===== src/rtl/dcache_pkg.sv =====
// Shared types and address-field width helpers for the write-back data cache bank.
// Block size and set count are expected to be at least 2 so every field is non-empty.
package dcache_pkg;

    typedef enum logic [2:0] {
        ST_IDLE,
        ST_LOOKUP,
        ST_WRITEBACK,
        ST_REFILL,
        ST_RESPOND
    } state_t;

    function automatic int offset_width(input int block_size);
        return $clog2(block_size);
    endfunction

    function automatic int index_width(input int num_sets);
        return $clog2(num_sets);
    endfunction

    function automatic int tag_width(input int addr_bits, input int num_sets, input int block_size);
        return addr_bits - $clog2(num_sets) - $clog2(block_size);
    endfunction

endpackage


===== src/rtl/dcache_lru.sv =====
// True-LRU age vector for one cache set: ages form a permutation, 0 = most recent.
// The victim is the lowest invalid way, otherwise the oldest way.
module dcache_lru #(
    parameter int NUM_WAYS = 4
)(
    input  logic                        clk,
    input  logic                        reset,
    input  logic                        touch,
    input  logic [$clog2(NUM_WAYS)-1:0] touch_way,
    input  logic [NUM_WAYS-1:0]         valid_mask,
    output logic [$clog2(NUM_WAYS)-1:0] victim
);

    localparam int WAY_W = $clog2(NUM_WAYS);

    logic [NUM_WAYS-1:0][WAY_W-1:0] age_reg;
    logic [WAY_W-1:0]               touched_age;

    assign touched_age = age_reg[touch_way];

    for (genvar gi = 0; gi < NUM_WAYS; gi++) begin : g_age
        always_ff @(posedge clk) begin
            if (reset) begin
                age_reg[gi] <= WAY_W'(gi);
            end else if (touch) begin
                if (touch_way == WAY_W'(gi)) begin
                    age_reg[gi] <= '0;
                end else if (age_reg[gi] < touched_age) begin
                    age_reg[gi] <= age_reg[gi] + 1'b1;
                end
            end
        end
    end

    // Oldest way first, then let the lowest invalid way override it.
    always_comb begin
        victim = '0;
        for (int w = 0; w < NUM_WAYS; w++) begin
            if (age_reg[w] == WAY_W'(NUM_WAYS - 1)) victim = WAY_W'(w);
        end
        for (int w = NUM_WAYS - 1; w >= 0; w--) begin
            if (!valid_mask[w]) victim = WAY_W'(w);
        end
    end

endmodule


===== src/rtl/dcache_wb_bank.sv =====
// Blocking set-associative write-back/write-allocate cache bank shared by several
// consumer channels through a round-robin arbiter, with burst refill and eviction.
module dcache_wb_bank
    import dcache_pkg::*;
#(
    parameter int ADDR_BITS        = 8,
    parameter int DATA_BITS        = 8,
    parameter int NUM_CONSUMERS    = 8,
    parameter int NUM_SETS         = 4,
    parameter int NUM_WAYS         = 4,
    parameter int CACHE_BLOCK_SIZE = 2
)(
    input  logic                                     clk,
    input  logic                                     reset,
    input  logic [NUM_CONSUMERS-1:0]                 consumer_read_valid,
    input  logic [NUM_CONSUMERS-1:0][ADDR_BITS-1:0]  consumer_read_address,
    output logic [NUM_CONSUMERS-1:0]                 consumer_read_ready,
    output logic [NUM_CONSUMERS-1:0][DATA_BITS-1:0]  consumer_read_data,
    input  logic [NUM_CONSUMERS-1:0]                 consumer_write_valid,
    input  logic [NUM_CONSUMERS-1:0][ADDR_BITS-1:0]  consumer_write_address,
    input  logic [NUM_CONSUMERS-1:0][DATA_BITS-1:0]  consumer_write_data,
    output logic [NUM_CONSUMERS-1:0]                 consumer_write_ready,
    output logic                                     mem_read_valid,
    output logic [ADDR_BITS-1:0]                     mem_read_address,
    input  logic                                     mem_read_ready,
    input  logic [DATA_BITS-1:0]                     mem_read_data,
    output logic                                     mem_write_valid,
    output logic [ADDR_BITS-1:0]                     mem_write_address,
    output logic [DATA_BITS-1:0]                     mem_write_data,
    input  logic                                     mem_write_ready
);

    localparam int OFF_W = offset_width(CACHE_BLOCK_SIZE);
    localparam int IDX_W = index_width(NUM_SETS);
    localparam int TAG_W = tag_width(ADDR_BITS, NUM_SETS, CACHE_BLOCK_SIZE);
    localparam int WAY_W = $clog2(NUM_WAYS);
    localparam int CON_W = (NUM_CONSUMERS > 1) ? $clog2(NUM_CONSUMERS) : 1;
    localparam logic [OFF_W-1:0] LAST_BEAT = OFF_W'(CACHE_BLOCK_SIZE - 1);

    typedef struct packed {
        logic                                       valid;
        logic                                       dirty;
        logic [TAG_W-1:0]                           tag;
        logic [CACHE_BLOCK_SIZE-1:0][DATA_BITS-1:0] words;
    } line_t;

    line_t lines_reg [NUM_SETS][NUM_WAYS];

    state_t                                  state_reg;
    logic [CON_W-1:0]                        rr_ptr_reg;
    logic [CON_W-1:0]                        grant_reg;
    logic                                    req_write_reg;
    logic [ADDR_BITS-1:0]                    req_addr_reg;
    logic [DATA_BITS-1:0]                    req_data_reg;
    logic [WAY_W-1:0]                        way_reg;
    logic [OFF_W-1:0]                        beat_reg;
    logic [NUM_CONSUMERS-1:0]                read_ready_reg;
    logic [NUM_CONSUMERS-1:0]                write_ready_reg;
    logic [NUM_CONSUMERS-1:0][DATA_BITS-1:0] read_data_reg;
    logic                                    mem_read_valid_reg;
    logic [ADDR_BITS-1:0]                    mem_read_address_reg;
    logic                                    mem_write_valid_reg;
    logic [ADDR_BITS-1:0]                    mem_write_address_reg;
    logic [DATA_BITS-1:0]                    mem_write_data_reg;

    logic [TAG_W-1:0]               req_tag;
    logic [IDX_W-1:0]               req_idx;
    logic [OFF_W-1:0]               req_off;
    logic [NUM_WAYS-1:0]            hit_vec;
    logic                           hit;
    logic [WAY_W-1:0]               hit_way;
    logic [NUM_SETS-1:0][WAY_W-1:0] victim_all;
    logic [WAY_W-1:0]               victim_way;
    line_t                          victim_line;
    line_t                          cur_line;
    logic                           arb_found;
    logic                           arb_write;
    logic [CON_W-1:0]               arb_sel;
    logic [CON_W-1:0]               arb_next;

    assign req_tag     = req_addr_reg[ADDR_BITS-1 -: TAG_W];
    assign req_idx     = req_addr_reg[OFF_W +: IDX_W];
    assign req_off     = req_addr_reg[OFF_W-1:0];
    assign victim_way  = victim_all[req_idx];
    assign victim_line = lines_reg[req_idx][victim_way];
    assign cur_line    = lines_reg[req_idx][way_reg];

    for (genvar gi = 0; gi < NUM_WAYS; gi++) begin : g_hit
        assign hit_vec[gi] = lines_reg[req_idx][gi].valid && (lines_reg[req_idx][gi].tag == req_tag);
    end

    assign hit = |hit_vec;

    always_comb begin
        hit_way = '0;
        for (int w = NUM_WAYS - 1; w >= 0; w--) begin
            if (hit_vec[w]) hit_way = WAY_W'(w);
        end
    end

    for (genvar gi = 0; gi < NUM_SETS; gi++) begin : g_set
        logic [NUM_WAYS-1:0] valid_mask;
        logic                touch;

        always_comb begin
            valid_mask = '0;
            for (int w = 0; w < NUM_WAYS; w++) valid_mask[w] = lines_reg[gi][w].valid;
        end

        // Every completed access refreshes recency, including the one that caused a refill.
        assign touch = (state_reg == ST_RESPOND) && (req_idx == IDX_W'(gi));

        dcache_lru #(
            .NUM_WAYS(NUM_WAYS)
        ) u_lru (
            .clk        (clk),
            .reset      (reset),
            .touch      (touch),
            .touch_way  (way_reg),
            .valid_mask (valid_mask),
            .victim     (victim_all[gi])
        );
    end

    // Round-robin scan from the pointer; a consumer's read wins over its own write.
    always_comb begin
        int cand;
        arb_found = 1'b0;
        arb_write = 1'b0;
        arb_sel   = '0;
        cand      = 0;
        for (int k = 0; k < NUM_CONSUMERS; k++) begin
            cand = int'(rr_ptr_reg) + k;
            if (cand >= NUM_CONSUMERS) cand = cand - NUM_CONSUMERS;
            if (!arb_found && (consumer_read_valid[cand] || consumer_write_valid[cand])) begin
                arb_found = 1'b1;
                arb_sel   = CON_W'(cand);
                arb_write = !consumer_read_valid[cand];
            end
        end
    end

    assign arb_next = (arb_sel == CON_W'(NUM_CONSUMERS - 1)) ? '0 : arb_sel + 1'b1;

    always_ff @(posedge clk) begin
        if (reset) begin
            state_reg             <= ST_IDLE;
            rr_ptr_reg            <= '0;
            grant_reg             <= '0;
            req_write_reg         <= 1'b0;
            req_addr_reg          <= '0;
            req_data_reg          <= '0;
            way_reg               <= '0;
            beat_reg              <= '0;
            read_ready_reg        <= '0;
            write_ready_reg       <= '0;
            read_data_reg         <= '0;
            mem_read_valid_reg    <= 1'b0;
            mem_read_address_reg  <= '0;
            mem_write_valid_reg   <= 1'b0;
            mem_write_address_reg <= '0;
            mem_write_data_reg    <= '0;
            for (int s = 0; s < NUM_SETS; s++) begin
                for (int w = 0; w < NUM_WAYS; w++) begin
                    lines_reg[s][w].valid <= 1'b0;
                    lines_reg[s][w].dirty <= 1'b0;
                end
            end
        end else begin
            read_ready_reg  <= '0;
            write_ready_reg <= '0;
            case (state_reg)
                ST_IDLE: begin
                    if (arb_found) begin
                        grant_reg     <= arb_sel;
                        req_write_reg <= arb_write;
                        req_addr_reg  <= arb_write ? consumer_write_address[arb_sel]
                                                   : consumer_read_address[arb_sel];
                        req_data_reg  <= consumer_write_data[arb_sel];
                        rr_ptr_reg    <= arb_next;
                        state_reg     <= ST_LOOKUP;
                    end
                end
                ST_LOOKUP: begin
                    if (hit) begin
                        way_reg   <= hit_way;
                        state_reg <= ST_RESPOND;
                    end else begin
                        way_reg   <= victim_way;
                        beat_reg  <= '0;
                        state_reg <= (victim_line.valid && victim_line.dirty) ? ST_WRITEBACK : ST_REFILL;
                    end
                end
                ST_WRITEBACK: begin
                    if (!mem_write_valid_reg) begin
                        mem_write_valid_reg   <= 1'b1;
                        mem_write_address_reg <= {cur_line.tag, req_idx, beat_reg};
                        mem_write_data_reg    <= cur_line.words[beat_reg];
                    end else if (mem_write_ready) begin
                        mem_write_valid_reg <= 1'b0;
                        beat_reg            <= beat_reg + 1'b1;
                        if (beat_reg == LAST_BEAT) state_reg <= ST_REFILL;
                    end
                end
                ST_REFILL: begin
                    if (!mem_read_valid_reg) begin
                        mem_read_valid_reg   <= 1'b1;
                        mem_read_address_reg <= {req_tag, req_idx, beat_reg};
                    end else if (mem_read_ready) begin
                        mem_read_valid_reg                          <= 1'b0;
                        lines_reg[req_idx][way_reg].words[beat_reg] <= mem_read_data;
                        beat_reg                                    <= beat_reg + 1'b1;
                        if (beat_reg == LAST_BEAT) begin
                            lines_reg[req_idx][way_reg].valid <= 1'b1;
                            lines_reg[req_idx][way_reg].dirty <= 1'b0;
                            lines_reg[req_idx][way_reg].tag   <= req_tag;
                            state_reg                         <= ST_RESPOND;
                        end
                    end
                end
                ST_RESPOND: begin
                    if (req_write_reg) begin
                        lines_reg[req_idx][way_reg].words[req_off] <= req_data_reg;
                        lines_reg[req_idx][way_reg].dirty          <= 1'b1;
                        write_ready_reg[grant_reg]                 <= 1'b1;
                    end else begin
                        read_data_reg[grant_reg]  <= cur_line.words[req_off];
                        read_ready_reg[grant_reg] <= 1'b1;
                    end
                    state_reg <= ST_IDLE;
                end
                default: state_reg <= ST_IDLE;
            endcase
        end
    end

    assign consumer_read_ready  = read_ready_reg;
    assign consumer_write_ready = write_ready_reg;
    assign consumer_read_data   = read_data_reg;
    assign mem_read_valid       = mem_read_valid_reg;
    assign mem_read_address     = mem_read_address_reg;
    assign mem_write_valid      = mem_write_valid_reg;
    assign mem_write_address    = mem_write_address_reg;
    assign mem_write_data       = mem_write_data_reg;

endmodule


===== config.mk =====
export PLATFORM = sky130hd
export DESIGN_NAME = dcache_wb_bank
export DESIGN_NICKNAME = d
export VERILOG_FILES = /design/src/rtl/dcache_pkg.sv /design/src/rtl/dcache_lru.sv /design/src/rtl/dcache_wb_bank.sv
export SDC_FILE = /design/constraint.sdc
export NUM_CORES = 1
export LEC_CHECK = 0
export BUFFER_PORTS_ARGS = -buffer_cell sky130_fd_sc_hd__clkbuf_2
export CAP_MARGIN = 20
export CORE_ASPECT_RATIO = 1.1
export CORE_MARGIN = 8
export CORE_UTILIZATION = 59
export DETAILED_ROUTE_END_ITERATION = 10
export HOLD_SLACK_MARGIN = 0.08
export PLACE_DENSITY = 0.93
export RECOVER_POWER = 25
export SETUP_SLACK_MARGIN = 0.15
export SLEW_MARGIN = 25
export SYNTH_ARGS = -nofsm -noshare
export SYNTH_HDL_FRONTEND = slang
export SYNTH_SLANG_ARGS = --single-unit

===== constraint.sdc =====
create_clock -name clk -period 4.8 [get_ports clk]
set_input_delay 0.72 -clock clk [delete_from_list [all_inputs] [get_ports clk]]
set_output_delay 0.72 -clock clk [all_outputs]
set_load 0.005 [all_outputs]

==> impl_metrics.json <==
{
  "synth_ff_type": "edfxtp_1",
  "core.rowCount": 80,
  "p_leak_nw": 10.2,
  "core_area_mm2": 0.0432,
  "netlist.area_leader.share_pct": 41.0,
  "endpoint_kind": "flop",
  "fp.dieW_um": 215,
  "clockRootBuffer": "clkbuf_16",
  "min-delay-start": "mem_write_ready",
  "detail_route.first_pass.iterations": 8,
  "syn-cell-area_mm2": 0.0258,
  "cts.reportedPaths.clkPinSlew_ns": 0.06,
  "nets": 2564,
  "failed_checks": "capacitance limit, slew limit",
  "crit_required_ns": 5.28,
  "pin_count": 326,
  "setup_tns_ns": 0,
  "synth_mux_area_share_pct": 18.0,
  "stdcell_count": 2929,
  "critPathLaunchType": "flop",
  "utilization_pct": 68.5,
  "cts_hold_buf": 0,
  "antenna_found_initial": 0,
  "max_clock_freq_ghz": 0.223,
  "synth_seq_cells": 537,
  "synth_edf_count": 352,
  "synth-xor-area-share_pct": 0.844,
  "post-dp-hpwl_um": 56200,
  "cpMaxStageDelayCell": "xor2_1",
  "final.min_clock_period_ns": 4.48,
  "hp-class": "input pin to flop",
  "area_delta_synth_final_pct": 14.9,
  "async_flop_share_pct": 0,
  "clk_path_buf_depth": 3,
  "drive_above_1_share_pct": 25.5,
  "syn_avg_cell_area_um2": 12.7,
  "preCtsSetupSlack_ns": 0.410,
  "synth-simple-area-share_pct": 10.8,
  "grt.total_usage_pct": 30.7,
  "cp_num_buf_inv": 3,
  "stdcell_area_mm2": 0.0296,
  "path_cells": "buf_4 -> ha_1 -> xor2_1 -> mux4_2 -> mux2_2 -> nand3b_1 -> o21ai_0 -> or3_1 -> a21bo_4 -> inv_4 -> buf_4 -> mux2i_1 -> a32oi_1 -> a32oi_1 -> nand3_1",
  "cts_made_buffers": 52,
  "via_count": 20020,
  "synth_area_leaders": "edfxtp_1 (41%), dfxtp_1 (14%), mux4_2 (12%), nor2_1 (3.5%), mux2_2 (3.1%)",
  "hold_path_depth": 3,
  "yosysSeqAreaShare_pct": 55.3,
  "grt_pass1_wl_um": 121000,
  "rsz0062_at_grt": "no",
  "p_switching_mw": 5.53,
  "grt_max_degree": 100,
  "largest_reg_flops": 368,
  "cts_tree": "yes",
  "finClkSkew_ns": 0.0352,
  "seq_power_share_pct": 36.9,
  "cts_max_level": 2,
  "regToRegEndpoint": "req_addr_reg[6]",
  "status": "complete, but fails checks",
  "grt_pass1_vias": 19927,
  "synth-compound-area-share_pct": 10.4,
  "detail_route.wl_per_cell_um": 27.7,
  "drtAntennaViolNets": 0,
  "power_mw": 15.3,
  "path_delay_family": "multiplexers",
  "drc": 0,
  "fin_crit_sh_pct": 93.4,
  "synth_top_family_by_area": "multiplexers",
  "critPathMaxFanout": 46,
  "cap_violations": 2,
  "synth_warnings": 0,
  "worstMarginPinSlew_ns": 1.97,
  "synth_fa_ha_area_share_pct": 1.55,
  "die-height_um": 235,
  "ir_drop_mv": 0.389,
  "yosysTopAreaCell": "edfxtp_1",
  "cts.sinks": 537,
  "p_per_area_mw_per_mm2": 518,
  "drtIter0Drc": 2999,
  "synth.top_cells.by_count": "edfxtp_1 (352), nor2_1 (239), dfxtp_1 (185)",
  "port_buffers": 325,
  "clockPowerShare_pct": 27.5,
  "setup_ws_ns": 0.316,
  "syn_nets": 2275,
  "start_util_pct": 59.6,
  "hold_ws_ns": 0.423,
  "antenna_cells": 0,
  "yosysMostFrequentCell": "edfxtp_1",
  "grt_overflow": 0,
  "clock_latency_ns": 0.62,
  "crit_type": "flop to flop",
  "dieArea_mm2": 0.0507,
  "worstPathArrival_ns": 4.96,
  "drt_wl_total_um": 81200,
  "placed_cells": 2826,
  "synthCells": 2023,
  "r2r_slack_ns": 0.32,
  "viasPerCell": 6.84,
  "dpl_cell_area_mm2": 0.0279,
  "crit-reg2reg-launch": "rr_ptr_reg[1]",
  "finalWeightedCongestion": 0.951,
  "slew_headroom_pct": -31.5,
  "slew_viol_final": 193,
  "pwr-share-comb_pct": 35.6,
  "hold_path_end": "mem_write_valid",
  "ys_types": 77,
  "worst_path_largest_cell_delay_ns": 0.45,
  "final_hold_viol_count": 0,
  "switching_share_pct": 36.0,
  "finalSetupViolations": 0,
  "internal_power_mw": 9.82,
  "r2r_cells": 15
}
[what timing repair did]
| item | in CTS | in global routing |
|---|---|---|
| endpoints found under the setup margin | 0 | 5 |
| buffers inserted | 0 | 6 |
| resized for setup | 0 | 2 |
[cells in the final DEF (no fill, tap or decap), types with 40 or more instances in the layout]
cell	n
nand2_1	147
mux2_2	72
clkbuf_2	225
a21oi_1	82
clkbuf_1	117
nor2_1	234
mux2i_1	72
dfxtp_1	182
a211oi_1	86
o21ai_0	40
clkbuf_16	58
edfxtp_1	352
buf_4	46
mux4_2	138
[routing by layer]
metal	wire [µm]	up-vias	GRT usage [%]
met5	0	-	0
met4	4200	0	14.1
met3	9160	318	6.53
met2	39600	1491	51.7
met1	28300	9819	37.7
li1	-	8392	-
[cell type report]
cell class              instances  area (µm²)
clock buffers                  80        1620
clock inverters                17         176
fillers                      2843       13600
inverters                      35         134
multi-input cells            1307       10800
flip-flops and latches        537       14300
well taps                     574         718
repair buffers                379        1930
[cell families after synthesis]
logic type / Yosys count
mux: 283
simple gates: 595
buf+inv: 179
fa+ha+maj: 32
flops: 537
xor+xnor: 24
compound gates: 373
[power by group through the flow]
stage	combinational, mW	clock, mW	sequential [mW]
after floorplan	4.11	0	5.32
after global placement	5.12	0	5.71
after detailed placement	5.21	0	5.73
after CTS	5.26	4.24	5.63
after global routing	5.79	4.41	5.66
final	5.47	4.23	5.66
[tightest hold or removal path, cell delays in order]
cell and delay, ns:
clkbuf_2 0.09, and3_1 0.15, nor3_1 0.04
[worst max path at each step]
stage                           end                    start  depth (start not counted)
floorplan                      flop            rr_ptr_reg[0]                         16
global placement               flop  consumer_write_valid[3]                         13
detailed placement  req_addr_reg[6]  consumer_write_valid[2]                         15
CTS                 req_addr_reg[6]            rr_ptr_reg[0]                         15
global route        req_addr_reg[5]            rr_ptr_reg[0]                         16
finish              req_addr_reg[6]            rr_ptr_reg[1]                         15
Note: power is estimated with default switching activity, not from simulation.
